[config.mk]
export PLATFORM = sky130hd
export DESIGN_NAME = uart_rx
export DESIGN_NICKNAME = d
export VERILOG_FILES = /design/src/rtl/uart_rx_pkg.sv /design/src/rtl/uart_rx_tick.sv /design/src/rtl/uart_rx.sv
export SDC_FILE = /design/constraint.sdc
export NUM_CORES = 1
export LEC_CHECK = 0
export ABC_AREA = 0
export CAP_MARGIN = 20
export CORE_MARGIN = 3
export CORE_UTILIZATION = 30
export CTS_CLUSTER_DIAMETER = 60
export DETAILED_ROUTE_END_ITERATION = 8
export GPL_TIMING_DRIVEN = 1
export PLACE_DENSITY = 0.57
export SYNTH_ARGS = -nofsm -noshare
export SYNTH_HDL_FRONTEND = slang
export SYNTH_HIERARCHICAL = 1
export SYNTH_SLANG_ARGS = --single-unit
[constraint.sdc]
create_clock -name clk -period 3.73 [get_ports clk]
set_clock_uncertainty 0.1 [all_clocks]
set_input_delay 0.5595 -clock clk [delete_from_list [all_inputs] [get_ports clk]]
set_output_delay 0.5595 -clock clk [all_outputs]
set_load 0.02 [all_outputs]
[src/rtl/uart_rx_pkg.sv]
// Shared types and constants for the UART receive path.
package uart_rx_pkg;

  typedef logic [7:0] uint8;

  typedef enum logic [2:0] {
    RX_IDLE,
    RX_START,
    RX_DATA,
    RX_STOP,
    RX_BREAK
  } uart_rx_state_t;

  localparam int unsigned TICK_W = 4;
  localparam int unsigned BIT_W  = 3;

  // Tick positions within a bit: two early samples, then the vote tick.
  localparam logic [TICK_W-1:0] SAMP_A_TICK = TICK_W'(7);
  localparam logic [TICK_W-1:0] SAMP_B_TICK = TICK_W'(8);
  localparam logic [TICK_W-1:0] VOTE_TICK   = TICK_W'(9);

  function automatic logic maj3(input logic a, input logic b, input logic c);
    return (a & b) | (a & c) | (b & c);
  endfunction

endpackage

[src/rtl/uart_rx_tick.sv]
// Oversample tick generator; phase restarts from zero whenever en drops.
module uart_rx_tick #(
  parameter int unsigned CLK_HZ     = 100_000_000,
  parameter int unsigned BAUD       = 115200,
  parameter int unsigned OVERSAMPLE = 16
) (
  input  logic clk,
  input  logic rst,
  input  logic en,
  output logic tick
);

  localparam int unsigned DIV = (CLK_HZ + BAUD * OVERSAMPLE / 2) / (BAUD * OVERSAMPLE);
  localparam int unsigned CW  = (DIV > 1) ? $clog2(DIV) : 1;

  logic [CW-1:0] cnt_q;

  assign tick = en && (cnt_q == CW'(DIV - 1));

  always_ff @(posedge clk) begin
    if (rst || !en) begin
      cnt_q <= '0;
    end else if (tick) begin
      cnt_q <= '0;
    end else begin
      cnt_q <= cnt_q + CW'(1);
    end
  end

endmodule

[src/rtl/uart_rx.sv]
// 8N1 serial receiver: 16x oversampling, 3-sample majority vote, one-byte holding register.
module uart_rx
  import uart_rx_pkg::*;
#(
  parameter int unsigned CLK_HZ     = 100_000_000,
  parameter int unsigned BAUD       = 115200,
  parameter int unsigned OVERSAMPLE = 16
) (
  input  logic clk,
  input  logic rst,
  input  logic rx_i,
  input  logic rd_ack_i,
  output uint8 rx_data_o,
  output logic rx_valid_o,
  output logic frame_err_o,
  output logic overrun_o,
  output logic busy_o
);

  logic              rx_meta_q, rxs_q;
  uart_rx_state_t    state_q;
  logic              busy_q;
  logic [TICK_W-1:0] tick_cnt_q;
  logic [BIT_W-1:0]  bit_cnt_q;
  logic [1:0]        samp_q;
  uint8              shift_q;
  logic              deliver_q, stop_q;
  uint8              rx_data_q;
  logic              rx_valid_q, frame_err_q, overrun_q;
  logic              tick_c, vote_c, vote_tick_c;

  uart_rx_tick #(
    .CLK_HZ    (CLK_HZ),
    .BAUD      (BAUD),
    .OVERSAMPLE(OVERSAMPLE)
  ) u_tick (
    .clk (clk),
    .rst (rst),
    .en  (busy_q),
    .tick(tick_c)
  );

  // Two-flop synchronizer; resets to the idle (high) line level.
  always_ff @(posedge clk) begin
    if (rst) begin
      rx_meta_q <= 1'b1;
      rxs_q     <= 1'b1;
    end else begin
      rx_meta_q <= rx_i;
      rxs_q     <= rx_meta_q;
    end
  end

  assign vote_c      = maj3(samp_q[0], samp_q[1], rxs_q);
  assign vote_tick_c = tick_c && (tick_cnt_q == VOTE_TICK);

  always_ff @(posedge clk) begin
    if (rst) begin
      state_q    <= RX_IDLE;
      busy_q     <= 1'b0;
      tick_cnt_q <= '0;
      bit_cnt_q  <= '0;
      samp_q     <= 2'b11;
      shift_q    <= '0;
      deliver_q  <= 1'b0;
      stop_q     <= 1'b0;
    end else begin
      deliver_q <= 1'b0;
      if (tick_c) begin
        tick_cnt_q <= tick_cnt_q + TICK_W'(1);
        if (tick_cnt_q == SAMP_A_TICK) samp_q[0] <= rxs_q;
        if (tick_cnt_q == SAMP_B_TICK) samp_q[1] <= rxs_q;
      end
      case (state_q)
        RX_IDLE: begin
          tick_cnt_q <= '0;
          if (!rxs_q) begin
            state_q <= RX_START;
            busy_q  <= 1'b1;
          end
        end
        RX_START: begin
          if (vote_tick_c) begin
            bit_cnt_q <= '0;
            if (vote_c) begin
              state_q <= RX_IDLE;
              busy_q  <= 1'b0;
            end else begin
              state_q <= RX_DATA;
            end
          end
        end
        RX_DATA: begin
          if (vote_tick_c) begin
            shift_q   <= {vote_c, shift_q[7:1]};
            bit_cnt_q <= bit_cnt_q + BIT_W'(1);
            if (bit_cnt_q == BIT_W'(7)) state_q <= RX_STOP;
          end
        end
        RX_STOP: begin
          // Leave at mid-stop so the next start edge can be caught early.
          if (vote_tick_c) begin
            deliver_q <= 1'b1;
            stop_q    <= vote_c;
            state_q   <= vote_c ? RX_IDLE : RX_BREAK;
            busy_q    <= ~vote_c;
          end
        end
        RX_BREAK: begin
          if (rxs_q) begin
            state_q <= RX_IDLE;
            busy_q  <= 1'b0;
          end
        end
        default: begin
          state_q <= RX_IDLE;
          busy_q  <= 1'b0;
        end
      endcase
    end
  end

  // Holding register: an ack in the delivery cycle frees the slot for the new byte.
  always_ff @(posedge clk) begin
    if (rst) begin
      rx_data_q   <= '0;
      rx_valid_q  <= 1'b0;
      frame_err_q <= 1'b0;
      overrun_q   <= 1'b0;
    end else begin
      if (deliver_q && (!rx_valid_q || rd_ack_i)) begin
        rx_data_q   <= shift_q;
        frame_err_q <= ~stop_q;
      end
      if (deliver_q) begin
        rx_valid_q <= 1'b1;
      end else if (rd_ack_i) begin
        rx_valid_q <= 1'b0;
      end
      if (rx_valid_q && rd_ack_i) begin
        overrun_q <= 1'b0;
      end else if (deliver_q && rx_valid_q) begin
        overrun_q <= 1'b1;
      end
    end
  end

  assign rx_data_o   = rx_data_q;
  assign rx_valid_o  = rx_valid_q;
  assign frame_err_o = frame_err_q;
  assign overrun_o   = overrun_q;
  assign busy_o      = busy_q;

endmodule

After elaboration in Yosys (flattened, before gate mapping) --
Cells that the tools add are included.
Operators by class: add/sub/neg operators 3, equality and inequality tests 16, multiplexer cells 21, bitwise gates (word level) 9, reductions and logical operators 23
Operators with widths (number):
- $mux 3 | 9
- $pmux 3 s5 | 1
- $ne 2x2->1 const B | 7
- $reduce_and 6->1 | 2
- $eq 4x4->1 const B | 2
- $mux 1 | 8
- $reduce_and 2->1 | 4
- $reduce_or 2->1 | 4
- $add 6x1->6 const B | 1
- $eq 3x2->1 const B | 2
- $eq 3x3->1 const B | 2
- $eq 6x6->1 const B | 1
- $pmux 3 s2 | 1
- $logic_and 1x1->1 | 5
- $pmux 1 s5 | 1
- $add 4x1->4 const B | 1
- $eq 4x3->1 const B | 1
- $not 1->1 | 4
- $reduce_bool 2->1 | 2
- $add 3x1->3 const B | 1
- $and 1x1->1 | 3
- $eq 3x1->1 const B | 1
- $logic_not 3->1 | 1
- $reduce_and 3->1 | 1
- 4 further kinds | 7
Storage, ports and cells: register bits after elaboration 42, bits of input ports 4

Logic depth before layout (Yosys ltp) --
Gate-level depths: netlist (run 1).
depth in word-level cells 6, mapped depth 10, depth with buffers taken out 8

Cells and area by module --
Netlist (run 1), hierarchy kept.
By module, submodules not included:
- uart_rx | instances 1, cells each 171, area an instance 1569.0 µm², sequential area each 720.7 µm²
- uart_rx_tick | instances 1, cells each 28, area an instance 260.2 µm², sequential area each 120.1 µm²

Worst setup path after synthesis (run 1) --
No wires, ideal clock.
path kind register -> register, start reg u_tick.cnt_q[0], end reg state_q[0], data arrival time 1.659 ns, setup slack 1.891 ns, cell stages (with the launch flop) 9, period minus slack after synthesis 1.839 ns, cell sequence dfxtp_1 > ha_1 > nand2_1 > nor2_1 > buf_2 > and4b_1 > o32ai_1 > a211o_1 > a211oi_2
Between the ends: word-level cells in the longest chain between the ends 5, elaborated cells on any way between the ends 7, those cells by class eq/ne: 4; reduce/logical: 3
RTL lines:
- start: declaration | RTL line uart_rx_tick.sv:16 | logic [CW-1:0] cnt_q;
- start signal: assignment | RTL line uart_rx_tick.sv:26 | cnt_q <= cnt_q + CW'(1);
- $eq 6x6->1 * | RTL line uart_rx_tick.sv:18 | assign tick = en && (cnt_q == CW'(DIV - 1));
- $logic_and 1x1->1 * | RTL line uart_rx_tick.sv:18
- net tick_c | RTL line uart_rx.sv:30 | logic tick_c, vote_c, vote_tick_c;
- $logic_and 1x1->1 * | RTL line uart_rx.sv:55 | assign vote_tick_c = tick_c && (tick_cnt_q == VOTE_TICK);
- $ne 2x2->1 (no source line)
- $reduce_and 6->1 (no source line) *
- end signal: assignment | RTL line uart_rx.sv:105 | state_q <= vote_c ? RX_IDLE : RX_BREAK;
- end: declaration | RTL line uart_rx.sv:21 | uart_rx_state_t state_q;
The timed path passes the listed nets; every way through them passes the cells marked *. A chain may end at the register's enable or synchronous reset.

Worst setup path in the final report (run 1) --
start reg u_tick.cnt_q[0], end reg shift_q[4]
Between the ends: word-level cells in the longest chain between the ends 4
RTL lines:
- $eq 6x6->1 | RTL line uart_rx_tick.sv:18
- $logic_and 1x1->1 | RTL line uart_rx_tick.sv:18
- net tick_c | RTL line uart_rx.sv:30
- $logic_and 1x1->1 | RTL line uart_rx.sv:55
- $reduce_and 2->1 (no source line)
- end signal: assignment | RTL line uart_rx.sv:95 | shift_q <= {vote_c, shift_q[7:1]};
- end: declaration | RTL line uart_rx.sv:26 | uint8 shift_q;
The timed path passes the listed nets, and every way through them passes these cells.

==> results of run 1 <==
[synth_stat cells, types with 2 or more instances]
cell / instances
inv_1: 8
nand2b_1: 4
nand4_1: 2
nor2b_1: 2
a21oi_1: 16
nand4b_1: 3
mux2i_1: 12
o32ai_1: 2
nand3b_1: 2
xnor2_1: 2
ha_1: 7
buf_6: 2
nand2_1: 22
dfxtp_1: 42
xor2_1: 4
clkbuf_1: 4
nor4_1: 2
buf_1: 2
nand3_1: 11
or2_2: 2
o21ai_0: 2
buf_2: 2
nor2_1: 21
[final timing paths]
kind	depth (start not counted)	slack, ns	to	from
hold / removal	1	0.31	rxs_q	rx_meta_q
setup / recovery	7	1.44	shift_q[4]	u_tick/cnt_q[0]
hold reg to reg	1	0.31	rxs_q	rx_meta_q
setup reg to reg	7	1.44	shift_q[4]	u_tick/cnt_q[0]
[logic make-up (layout without fill, tap and decap cells)]
family | after synthesis | count (layout) | synth area share [%]
AO/OA/AOI/OAI | 32 | 32 | 11.5
XOR/XNOR | 6 | 6 | 2.87
adder cells (fa/ha/maj) | 8 | 8 | 5.33
buffers and inverters | 18 | 32 | 4.65
flip-flops | 42 | 42 | 46.0
multiplexers | 12 | 12 | 6.57
AND/OR/NAND/NOR | 81 | 81 | 23.1
[power breakdown]
part | switching [mW] | leakage (nW) | internal [mW] | total, mW
sequential | 0.00641 | 0.339 | 0.454 | 0.461
combinational | 0.0179 | 0.423 | 0.0166 | 0.0345
clock | 0.152 | 0.0452 | 0.132 | 0.285
total | 0.177 | 0.808 | 0.603 | 0.780
[sequential cells by signal (all words and copies together) (netlist names)]
register,count
shift_q,8
rx_meta_q,1
samp_q,2
tick_cnt_q,4
u_tick/cnt_q,6
rx_data_o,8
overrun_o,1
state_q,3
stop_q,1
bit_cnt_q,3
busy_o,1
rxs_q,1
deliver_q,1
frame_err_o,1
rx_valid_o,1
[final cells by class]
type	instances	area share [%]
clock buffers	6	3.44
clock inverters	2	0.653
repair buffers	16	7.48
flip-flops and latches	42	39.9
inverters	8	1.42
multi-input cells	139	42.8
well taps	72	4.27
[metal layers]
metal	wire length [um]	track usage, %	vias up
met5	0	0	-
met4	43	3.51	0
met3	90	2.67	4
met2	1370	13.8	16
met1	1740	13.4	595
li1	-	-	708
==> metrics.md, run 1 <==
| Metric | Value |
|---|---|
| PortBufs | `15` |
| Pin count of the biggest net entering global routing | `29` |
| Seq/Total Area, Yosys | `a little under half` |
| Area of the multi-input gates | `between 900 and 1000 um2` |
| CTS Sinks | `42` |
| Worst path arrival time | `around 2.4 ns` |
| Final setup TNS | `0 ns` |
| First-pass GRT wire length | `around 5600 um` |
| DP Area | `~2000 um2` |
| Share of cells above drive strength 1 | `slightly above 7%` |
| #FFs+latches synth | `42` |
| Leakage | `around 0.81 nW` |
| Clock Latency Late Sink | `0.29 ns` |
| Vias per inst | `4.64` |
| Share of the synthesized area in the top cell type | `between 40 and 50%` |
| Relative slew slack | `between 50% and 60%` |
| Vias | `1323` |
| CP required | `about 3.8 ns` |
| RSZ-0062 raised after global routing | `false` |
| Critical Path Fanout Max | `8` |
| Number of buffers created by CTS | `5` |
| Global route overflow | `0` |
| Fin crit period | `2.29 ns` |
| Most used flip-flop cell after synthesis | `dfxtp_1` |
| Core Util, Final | `around 37%` |
| Chip height | `around 84 um` |
| Filler cells | `573` |
| Routed Antenna Nets | `0` |
| Finished Cell Area | `between 2000 and 2500 um2` |
| CP Cell Sequence | `ha_1, nand2_1, nor2_1, nand4b_4, or2_1, mux2i_1, nor2_1` |
| Place WS | `approximately 1.4 ns` |
| H-tree depth | `2` |
| Synth Net Count | `between 200 and 250` |
| Initial antenna violation count | `0` |
| Outcome | `complete, no violations` |
| Top Ports | `16` |
| Worst-margin pin slew | `between 0.6 and 0.7 ns` |
| Kind of cell adding the most delay to the critical path | `simple AND/OR/NAND/NOR gates` |
| Drt total wl | `between 3000 and 4000 um` |
| Max-cap viol count | `0` |
| GPL Wtd Cong | `between 0.7 and 0.8` |
| Most common cell after layout, fill and taps aside | `dfxtp_1` |
| CTS tree | `yes` |
| Mapped Area | `roughly 1800 um2` |
| Number of core rows | `27` |
| CP Launch Type | `register` |
| Die ar. | `slightly above 7000 um2` |
| Reg area | `about 840 um2` |
| Hpwl dp | `~2300 um` |
| Worst path bufs/invs | `0` |
| Syn avg cell area | `9.19 um2` |
| Hold buffers post-CTS | `0` |
| Most used cell, CP | `nor2_1` |
| Post_cts resized | `0` |
| Nets | `about 220` |
| Number of cells after detailed placement | `between 200 and 300` |
| Iter 0 DRT Violations | `41` |
| Total core area | `around 5700 um2` |
| Worst-path clk slew | `approximately 0.08 ns` |
| Post-Syn Instances | `around 200` |
| Dominant cells by area after synthesis | `dfxtp_1, mux2i_1, ha_1` |
| Final hold slack | `~0.31 ns` |
| CTS root buffer | `clkbuf_8` |
| Final period utilization | `61.5%` |
| DRC Markers | `0` |
| Worst setup EP type | `register` |
| Finished Layout Cells | `around 290` |
| Final hold viol count | `0` |
| Post-synth cell types | `46` |
| Initial Util | `approximately 32%` |
| Final Worst Setup Slack | `~1.4 ns` |
| Worst vdd ir | `0.217 mV` |
| Leading cell types in the layout, fill and taps excluded | `dfxtp_1, nand2_1, nor2_1` |
| Critical path class | `reg2reg` |
| Synth async-reset ratio | `0%` |
| # Post-CTS Setup Buffers | `0` |
| Total power | `slightly below 0.8 mW` |
| Cell taking the most area after synthesis | `dfxtp_1` |
| Post-synth EDFFs | `0` |
| Total iterations of the first detailed-routing run | `4` |
| Synth Warn # | `6` |
| GR Util All Layers | `under 10%` |
| Die W | `84.1 um` |
| Vias in the first global route | `between 1000 and 1500` |
| Slowest stage delay, CP | `approximately 0.52 ns` |
| Max clock buf depth | `2` |
| Hold Crit Class | `reg2reg` |
| PwrDens | `370 nW/um2` |
| Critical-path top delay cell | `nor2_1` |
| Setup violations, final | `0` |
| Antenna Cells | `0` |
| Routed WL per cell | `11.4 um` |
| Synthesis-to-finish area growth | `15.3%` |
| FMAX | `about 440 MHz` |
| Slew Limit Fails | `0` |
(Power assumes the default switching activity.)
==> run 2: changes to the inputs <==
- PLACE_DENSITY: 0.57 -> 0.59
- clock period: 3.73 -> 1.84 ns (I/O delays scaled with it)
==> metrics.md, run 2 (same netlist as run 1, synthesis figures left out) <==
| Metric | Value |
|---|---|
| Number of core rows | `27 (unchanged)` |
| Worst-margin pin slew | `0.528 ns (-0.128 ns)` |
| Worst setup EP type | `register` |
| Iter 0 DRT Violations | `61 (+49%)` |
| Leakage | `0.887 nW (+9.8%)` |
| R2R setup slack | `0.11 ns (-1.32 ns)` |
| Max clock buf depth | `2 (unchanged)` |
| Worst-path clk slew | `0.08 ns (about the same)` |
| DRC Markers | `0 (unchanged)` |
| Clock Latency Late Sink | `0.29 ns (about the same)` |
| Share of cells above drive strength 1 | `15.0% (+8.0 points)` |
| Slew Limit Fails | `0 (unchanged)` |
| Worst vdd ir | `0.433 mV (+100%)` |
| Die W | `84.1 um (unchanged)` |
| Relative slew slack | `64.4% (+8.3 points)` |
| Routed WL per cell | `11.4 um (-0.33%)` |
| Antenna Cells | `0 (unchanged)` |
| Die ar. | `7070 um2 (unchanged)` |
| CTS root buffer | `clkbuf_8` |
| Final setup TNS | `0 ns (unchanged)` |
| CTS tree | `yes` |
| Leading cell types in the layout, fill and taps excluded | `dfxtp_1, nand2_1, nor2_1` |
| Vias | `1401 (+5.9%)` |
| Drt total wl | `3390 um (+4.2%)` |
| PwrDens | `714 nW/um2 (+93%)` |
| Global route overflow | `0 (unchanged)` |
| Most common cell after layout, fill and taps aside | `dfxtp_1` |
| Final period utilization | `93.9% (+32 points)` |
| Routed Antenna Nets | `0 (unchanged)` |
| Critical path class | `reg2reg` |
| Outcome | `complete, no violations` |
| Number of buffers created by CTS | `5 (unchanged)` |
| Vias in the first global route | `1300 (+7.8%)` |
| Pin count of the biggest net entering global routing | `28 (-3.4%)` |
| CP Launch Type | `register` |
| Hpwl dp | `2460 um (+7.4%)` |
| GR Util All Layers | `10.2% (+0.68 points)` |
| First-pass GRT wire length | `5960 um (+6.9%)` |
| H-tree depth | `2 (unchanged)` |
| Critical Path Fanout Max | `3 (-5)` |
| Chip height | `84.1 um (unchanged)` |
| Initial antenna violation count | `0 (unchanged)` |
| FMAX | `579 MHz (+33%)` |
| Hold Crit Class | `reg2reg` |
| Total power | `1.60 mW (+110%)` |
| Final hold viol count | `0 (unchanged)` |
| Place WS | `0.00201 ns (-1.45 ns)` |
| Hold Path Depth | `1 (unchanged)` |
| RSZ-0062 raised after global routing | `true` |
| Setup violations, final | `0 (unchanged)` |
| PortBufs | `15 (unchanged)` |
| Top Ports | `16 (unchanged)` |
| Worst r2r path cells | `7 (unchanged)` |
| GPL Wtd Cong | `0.766 (+3.7%)` |
| Initial Util | `32.0% (unchanged)` |
| Max-cap viol count | `0 (unchanged)` |
| Nets | `236 (+5.8%)` |
| Final Worst Setup Slack | `0.113 ns (-1.32 ns)` |
| CTS Sinks | `42 (unchanged)` |
| Total iterations of the first detailed-routing run | `4 (unchanged)` |
| Vias per inst | `4.70 (+1.3%)` |
| Synthesis-to-finish area growth | `22.6%` |
| CP required | `1.92 ns (-1.89 ns)` |
| Total core area | `5710 um2 (unchanged)` |
| Fin crit period | `1.73 ns (-0.567 ns)` |
| Worst path arrival time | `1.80 ns (-0.57 ns)` |
==> run 2: cell count changes in the layout (fill, tap and decap cells not counted), sizes merged <==
cell / before / now
inv: 8 / 9
clkbuf: 6 / 5
buf: 1 / 14
==> run 2: timing repair <==
item                                    CTS  global route
hold endpoints to repair                  0             0
pin swaps                                 0             5
setup buffers                             0             1
cloned                                    0             0
gates resized for setup                   1             6
endpoints found under the setup margin   12            12
hold buffers                              0             0
==> run 2: through the flow <==
stage	std cells	utilization, %	hold slack, ns	area, um2
finish	298	39.3	0.319	2240
global route	298	39.3	0.353	2240
CTS	297	38.8	0.322	2210
detailed placement	289	37.2	0.300	2120
global placement	289	37.2	0.294	2120
floorplan	199	-	0.276	1830
==> run 2: where the power goes <==
part | switching, mW | internal, mW
sequential | 0.0104 | 0.921
combinational | 0.0419 | 0.0405
clock | 0.319 | 0.267
total | 0.371 | 1.23
==> run 2: metal layers <==
layer  wire length [um]  global-route usage (%)  part of all wire [%]  up-vias
met1               1810                    13.9                    54      651
met2               1420                    15.1                    42       14
met4                 66                    4.82                   1.9        0
met3                 83                    2.47                   2.5        5
li1                   -                       -                     -      731
met5                  0                       0                     0        -
==> run 2: final timing paths <==
| kind | startpoint | end |
|---|---|---|
| max | u_tick/cnt_q[3] | busy_o |
| min | rx_meta_q | rxs_q |
| max reg2reg | u_tick/cnt_q[3] | busy_o |
| min reg2reg | rx_meta_q | rxs_q |
==> run 2: critical path, stage by stage, from the launching register on <==
cell and delay (ns):
dfxtp_1 0.32, nand4b_1 0.24, nor2_4 0.20, and4b_1 0.25, buf_4 0.12, o32a_1 0.16, nand3b_1 0.10, mux2i_1 0.12
==> run 2: layout make-up <==
cell class	count	area [um2]
Fill cell	585	3470
Multi-Input combinational cell	139	926
Sequential cell	42	841
Timing Repair Buffer	29	268
Tap cell	72	90.1
Clock buffer	5	68.8
Inverter	8	30.0
Clock inverter	3	18.8
